[config.mk]
export PLATFORM = sky130hd
export DESIGN_NAME = uart_rx_param
export DESIGN_NICKNAME = d
export VERILOG_FILES = /design/src/rtl/uart_rx_param.sv
export SDC_FILE = /design/constraint.sdc
export NUM_CORES = 1
export LEC_CHECK = 0
export CELL_PAD_IN_SITES_DETAIL_PLACEMENT = 2
export CELL_PAD_IN_SITES_GLOBAL_PLACEMENT = 2
export CORE_MARGIN = 2
export CORE_UTILIZATION = 39
export DETAILED_ROUTE_END_ITERATION = 10
export GPL_ROUTABILITY_DRIVEN = 0
export HOLD_SLACK_MARGIN = 0.1
export PLACE_DENSITY_LB_ADDON = 0.3
export SLEW_MARGIN = 20
export SYNTH_ARGS = -nofsm -noshare
export SYNTH_HDL_FRONTEND = slang
export SYNTH_SLANG_ARGS = --single-unit
[constraint.sdc]
create_clock -name clk -period 4.85 [get_ports clk]
set_clock_uncertainty 0.1 [all_clocks]
set_input_delay 0.97 -clock clk [delete_from_list [all_inputs] [get_ports clk]]
set_output_delay 0.97 -clock clk [all_outputs]
set_load 0.01 [all_outputs]
[src/rtl/uart_rx_param.sv]
// Parametrised oversampling UART receiver with input synchroniser, 3-sample
// majority voting, false-start rejection, frame/parity error and break detection.
module uart_rx_param #(
    parameter int CLKS_PER_BIT = 16,
    parameter int DATA_BITS    = 8,
    parameter int PARITY       = 1,
    parameter int STOP_BITS    = 1
) (
    input  logic                 clk,
    input  logic                 rst_n,
    input  logic                 rx,
    output logic [DATA_BITS-1:0] dataout,
    output logic                 rdsig,
    output logic                 dataerror,
    output logic                 frameerror,
    output logic                 breakdet,
    output logic                 busy
);
    localparam int CW  = $clog2(CLKS_PER_BIT);
    localparam int BW  = $clog2(DATA_BITS);
    localparam int MID = CLKS_PER_BIT / 2;
    localparam logic [CW-1:0] C_ONE     = CW'(1);
    localparam logic [CW-1:0] C_S0      = CW'(MID - 1);
    localparam logic [CW-1:0] C_S1      = CW'(MID);
    localparam logic [CW-1:0] C_VOTE    = CW'(MID + 1);
    localparam logic [CW-1:0] C_LAST    = CW'(CLKS_PER_BIT - 1);
    localparam logic [BW-1:0] C_LASTBIT = BW'(DATA_BITS - 1);
    localparam logic [BW-1:0] C_BITONE  = BW'(1);

    typedef enum logic [2:0] {
        S_IDLE, S_START, S_DATA, S_PARITY, S_STOP, S_WAIT_HIGH
    } state_t;

    state_t                r_state;
    state_t                w_next;
    logic                  r_sync1;
    logic                  r_sync2;
    logic                  r_rxPrev;
    logic [CW-1:0]         r_cnt;
    logic                  r_s0;
    logic                  r_s1;
    logic [DATA_BITS-1:0]  r_shift;
    logic [BW-1:0]         r_bitIdx;
    logic                  r_stopIdx;
    logic                  r_parBit;
    logic                  r_frameErr;

    logic w_rxS;
    logic w_fall;
    logic w_atVote;
    logic w_atEnd;
    logic w_vote;
    logic w_lastData;
    logic w_lastStop;
    logic w_done;
    logic w_frameErrNow;
    logic w_parExp;

    assign w_rxS         = r_sync2;
    assign w_fall        = r_rxPrev & ~w_rxS;
    assign w_atVote      = (r_cnt == C_VOTE);
    assign w_atEnd       = (r_cnt == C_LAST);
    assign w_vote        = (r_s0 & r_s1) | (r_s0 & w_rxS) | (r_s1 & w_rxS);
    assign w_lastData    = (r_bitIdx == C_LASTBIT);
    assign w_lastStop    = (STOP_BITS == 1) ? 1'b1 : r_stopIdx;
    assign w_done        = (r_state == S_STOP) && w_atVote && w_lastStop;
    assign w_frameErrNow = r_frameErr | ~w_vote;
    assign w_parExp      = (PARITY == 2) ? ~(^r_shift) : ^r_shift;

    always_ff @(posedge clk or negedge rst_n) begin
        if (!rst_n) begin
            r_state <= S_IDLE;
        end else begin
            r_state <= w_next;
        end
    end

    always_comb begin
        w_next = r_state;
        case (r_state)
            S_IDLE:      if (w_fall) w_next = S_START;
            S_START: begin
                if (w_atVote && w_vote) w_next = S_IDLE;
                else if (w_atEnd)       w_next = S_DATA;
            end
            S_DATA: begin
                if (w_atEnd && w_lastData) w_next = (PARITY != 0) ? S_PARITY : S_STOP;
            end
            S_PARITY:    if (w_atEnd) w_next = S_STOP;
            S_STOP:      if (w_done) w_next = w_frameErrNow ? S_WAIT_HIGH : S_IDLE;
            S_WAIT_HIGH: if (w_rxS) w_next = S_IDLE;
            default:     w_next = S_IDLE;
        endcase
    end

    always_comb begin
        busy = (r_state != S_IDLE);
    end

    // The edge-detect cycle itself is count 0 of the start bit, so START begins at 1.
    always_ff @(posedge clk or negedge rst_n) begin
        if (!rst_n) begin
            r_sync1    <= 1'b1;
            r_sync2    <= 1'b1;
            r_rxPrev   <= 1'b1;
            r_cnt      <= '0;
            r_s0       <= 1'b1;
            r_s1       <= 1'b1;
            r_shift    <= '0;
            r_bitIdx   <= '0;
            r_stopIdx  <= 1'b0;
            r_parBit   <= 1'b0;
            r_frameErr <= 1'b0;
            dataout    <= '0;
            rdsig      <= 1'b0;
            dataerror  <= 1'b0;
            frameerror <= 1'b0;
            breakdet   <= 1'b0;
        end else begin
            r_sync1  <= rx;
            r_sync2  <= r_sync1;
            r_rxPrev <= w_rxS;
            rdsig    <= 1'b0;

            if (r_state == S_IDLE) begin
                r_cnt <= w_fall ? C_ONE : '0;
            end else if (r_state == S_WAIT_HIGH || w_next == S_IDLE || w_next == S_WAIT_HIGH) begin
                r_cnt <= '0;
            end else if (w_atEnd) begin
                r_cnt <= '0;
            end else begin
                r_cnt <= r_cnt + C_ONE;
            end

            if (r_cnt == C_S0) r_s0 <= w_rxS;
            if (r_cnt == C_S1) r_s1 <= w_rxS;

            if (r_state == S_IDLE) begin
                r_bitIdx   <= '0;
                r_stopIdx  <= 1'b0;
                r_frameErr <= 1'b0;
            end

            if (r_state == S_DATA) begin
                if (w_atVote) r_shift <= {w_vote, r_shift[DATA_BITS-1:1]};
                if (w_atEnd && !w_lastData) r_bitIdx <= r_bitIdx + C_BITONE;
            end

            if (r_state == S_PARITY && w_atVote) r_parBit <= w_vote;

            if (r_state == S_STOP && w_atVote) begin
                if (!w_lastStop) begin
                    r_frameErr <= w_frameErrNow;
                    r_stopIdx  <= 1'b1;
                end else begin
                    dataout    <= r_shift;
                    rdsig      <= 1'b1;
                    frameerror <= w_frameErrNow;
                    dataerror  <= (PARITY != 0) && (r_parBit != w_parExp);
                    breakdet   <= w_frameErrNow && (r_shift == '0) && ((PARITY == 0) || !r_parBit);
                end
            end
        end
    end
endmodule
# Word-level counts from Yosys, hierarchy flattened
# Index checks and enable logic that the tools add are counted.
# totals
in_bits	3
ram_bits	0
output_inout_bits	13
latchBits	0
rom_bits	0
mem_count	0
wordCells	71
regBits	36
# classes
n_eq_ne	12
shifts	0
magnitude_cmp	0
n_div	0
n_reduce_logical	17
multipliers	0
n_mux	17
bitwise	8
add_sub_neg	2
# op_table
op	count
two-way mux 3 bit	11
one-hot mux 3 bit (6 select lines)	1
equality test 3 bit (second input constant)	4
equality test 4 bit (second input constant)	3
two-way mux 4 bit	3
zero test 8 bit	1
parity 8 bit	1
logical AND 1 bit	7
equality test 3 x 2 -> 1 bit (second input constant)	2
zero test 3 bit	2
adder 4 x 1 -> 4 bit (second input constant)	1
AND 1 bit	4
equality test 4 x 3 -> 1 bit (second input constant)	1
adder 3 x 1 -> 3 bit (second input constant)	1
equality test 3 x 1 -> 1 bit (second input constant)	1
nonzero test 3 bit	1
zero test 1 bit	2
logical OR 1 bit	2
two-way mux 1 bit	2
inverter 1 bit	2
OR 1 bit	2
AND reduction 2 bit	1
inequality test 1 bit	1

# Longest topological paths before layout
# depth
word_depth	11
mapped_depth	7
mapped_depth_nobuf	7

# Worst setup path before layout
# OpenSTA, ideal clock, no wires.
# synth_timing
kind	register -> output
startpoint	reg r_state[0]
endpoint	out busy
path_stages_with_launch	4
required_time_ps	3780
t_arrival_ps	1031
n_path_buf	1
setup_slack_ps	2749
cell_sequence	dfrtp_1 -> buf_6 -> nor3_1 -> inv_1
# synth_via
elab_chain_cells	1
# synth_rtl
element	line_no	text
start: declaration	34	state_t r_state;
start signal: assignment	74	r_state <= w_next;
nonzero test 3 bit	97	busy = (r_state != S_IDLE);
end: declaration	17	output logic busy
# Every way passes these cells.

# Final worst setup path
# Same ends and word-level chain as after synthesis.

==> qor.csv <==
stage,metric,value,unit
yosys,yosys_warnings,0,
cts,cts_buffer_depth,2,
floorplan,initial_core_util,40.09,%
drt,wl_met3,129,um
drt,dr_total_vias,1299,
drt,wl_met2,2113,um
drt,drc,0,
pwr,power.density,418.2,nW/um2
drt,antenna_left,0,
critical_path,critPathRequiredTime,3780,ps
pwr,power.total,0.0008502,W
yosys,synth_top_area_share,45.06,%
critical_path,path_class,register to primary output,
drt,drt_pre_antenna_iters,4,
timing,max_freq,316.3,MHz
place,place_ws,1977,ps
yosys,synth.area.top_cells,"dfrtp_1, dfstp_2, o21ai_0",
drt,highest_layer,met4,
global_routing,antenna_found_initial,0,
timing,fin_hold_ws,254.9,ps
cts,cts_buffers,5,
timing,worst_pin_slew,751.1,ps
yosys,synth.most_common_cell,dfrtp_1,
timing,layout_setup_ws,1688,ps
cts,post_cts_resized,0,
cts,htreeDepth,2,
status,status,"finished, final reports clean",
yosys,ys_ff_latch,36,
yosys,synth_top_area_cell,dfrtp_1,
yosys,synth.net_count,180,
yosys,dominantRegCellSynth,dfrtp_1,
yosys,async_flop_share,100.0,%
layout,area_growth_syn_to_layout,18.10,%
floorplan,rows,24,
global_routing,overflow,0,
layout,fin_cells,238,
cts,clk_pin_slew,70,ps
timing,period_minus_slack,3162,ps
yosys,synth_area_per_cell,10.25,um2
timing,max_slew_margin,49.93,%
drt,m1WireLength,1880,um
global_routing,grt_pass1_vias,1434,
layout,antennaDiodeCount,0,
drt,wire_per_inst,17.62,um
timing,finalMaxSlewViolations,0,
place,dp_hpwl,3025,um
cts,cts_sinks,36,
flow_run,cap_viol_max_count,0,
critical_path,cp_max_fo,13,
timing,fin_tns_setup,0,ps
cts,cts-root-buf,clkbuf_8,
floorplan,ios,16,
cts,clock_latency,290,ps
critical_path,worstPathArrival,2090,ps
yosys,synth-seq-area-share,52.69,%
critical_path,cp-end-kind,primary output,
yosys,synth_cell_type_count,39,
drt,drt-total-wl,4194,um
floorplan,die_x,70.44,um
yosys,synth_cells,168,
timing,setup_violations,0,
timing,period_share,65.19,%
critical_path,critPathLaunchType,register,
place,post-place-cells,230,
global_routing,grt_max_degree,37,
global_routing,grt_pass1_wl,7362,um
floorplan,die-area,4962,um2
hold_path,hp-class,register to register,
floorplan,die_y,70.44,um
drt,vias_per_cell,5.458,
cts,postCtsHoldBufs,0,
drt,drtIter0Drc,48,
yosys,synth_edf_count,0,
global_routing,grtUsageTotal,19.24,%
place,port_buffers,15,
pwr,vdd_drop_max,0.0001687,V
floorplan,core,4294,um2
yosys,syn_area,1722,um2
layout,drive_gt1_share,13.44,%
pwr,p_leak,0.9116,nW
yosys,synthTopCellsByCount,"dfrtp_1, nand2_1, o21ai_0",
cts,cts_tree,built,
layout,final_nets,197,
timing,rsz0062_at_grt,false,
cts,postCtsSetupBuffers,0,
timing,hold_violations,0,
[layout make-up]
class	count	area (um2)
multi-input cells	109	713.2
clock buffers	7	96.34
well taps	52	65.06
fillers	465	2261
clock inverters	1	30.03
repair buffers	16	157.7
inverters	17	63.81
flip-flops and latches	36	907.1
[final timing paths]
path / cells past startpoint / end / from / slack [ps]
min in group asynchronous: 2 / breakdet$_DFFE_PN0P_ / rst_n / 1000
worst max-delay path: 3 / busy / r_state[0]$_DFF_PN0_ / 1690
max in group asynchronous: 2 / r_rxPrev$_DFF_PN1_ / rst_n / 3290
worst max register to register: 7 / r_cnt[2]$_DFF_PN0_ / r_cnt[1]$_DFF_PN0_ / 2710
worst min register to register: 0 / r_sync2$_DFF_PN1_ / r_sync1$_DFF_PN1_ / 250
worst min-delay path: 0 / r_sync2$_DFF_PN1_ / r_sync1$_DFF_PN1_ / 250
[cells by family (layout without fill, tap and decap cells)]
logic type,after synthesis,after routing,synth area share (%)
AOI/OAI and AO/OA,33,33,11.99
adders and majority gates,10,10,7.195
DFF,36,36,52.69
buffers and inverters,23,41,5.886
and+or+nand+nor,58,58,17.81
muxes,3,3,1.889
xor gates and xnor gates,5,5,2.543
[worst max-delay path: stages (launching register included)]
cell and delay (ps):
dfrtp_1 520, nor3_1 500, inv_1 240, clkdlybuf4s50_1 540
[registers in the layout, indices dropped and copies added (netlist names)]
register    cells
r_state         3
r_parBit        1
r_rxPrev        1
r_s0            1
r_s1            1
r_shift         8
frameerror      1
dataout         8
r_bitIdx        3
breakdet        1
rdsig           1
r_sync2         1
dataerror       1
r_cnt           4
r_sync1         1
[cell usage in the layout, fill, tap and decap left out, types with 2 or more instances in the layout]
| cell | Yosys | final |
|---|---|---|
| mux2_2 | 2 | 2 |
| nand2_1 | 27 | 27 |
| inv_1 | 17 | 17 |
| nor2b_1 | 2 | 2 |
| and4bb_2 | 2 | 2 |
| nor2_1 | 3 | 3 |
| nand4_1 | 2 | 2 |
| clkdlybuf4s50_1 | 0 | 15 |
| ha_1 | 9 | 9 |
| dfrtp_1 | 31 | 31 |
| nand3b_1 | 2 | 2 |
| xnor2_1 | 4 | 4 |
| clkbuf_8 | 0 | 7 |
| o21ai_0 | 23 | 23 |
| nand3_1 | 4 | 4 |
| nor4_1 | 3 | 3 |
| dfstp_2 | 5 | 5 |
| nor3_1 | 4 | 4 |
| nand2b_1 | 2 | 2 |
[through the flow]
stage               area (um2)  utilization (%)
floorplan                 1722                -
global placement          1907            44.41
detailed placement        1907            44.41
CTS                       2033            47.35
global route              2033            47.35
finish                    2033            47.35
[power by group]
part	internal, W	switching, W	total (W)
Clock	0.000181	0.000109	0.000290
Combinational	0.0000783	0.000110	0.000188
Sequential	0.000333	0.0000390	0.000372
Total	0.000592	0.000258	0.000850
[routing by layer]
| metal | GRT usage (%) | up-vias |
|---|---|---|
| li1 | - | 603 |
| met1 | 24.72 | 670 |
| met2 | 31.97 | 18 |
| met3 | 5.051 | 8 |
| met4 | 5.342 | 0 |
| met5 | 0 | - |
Power figures use the tool's default switching activity.
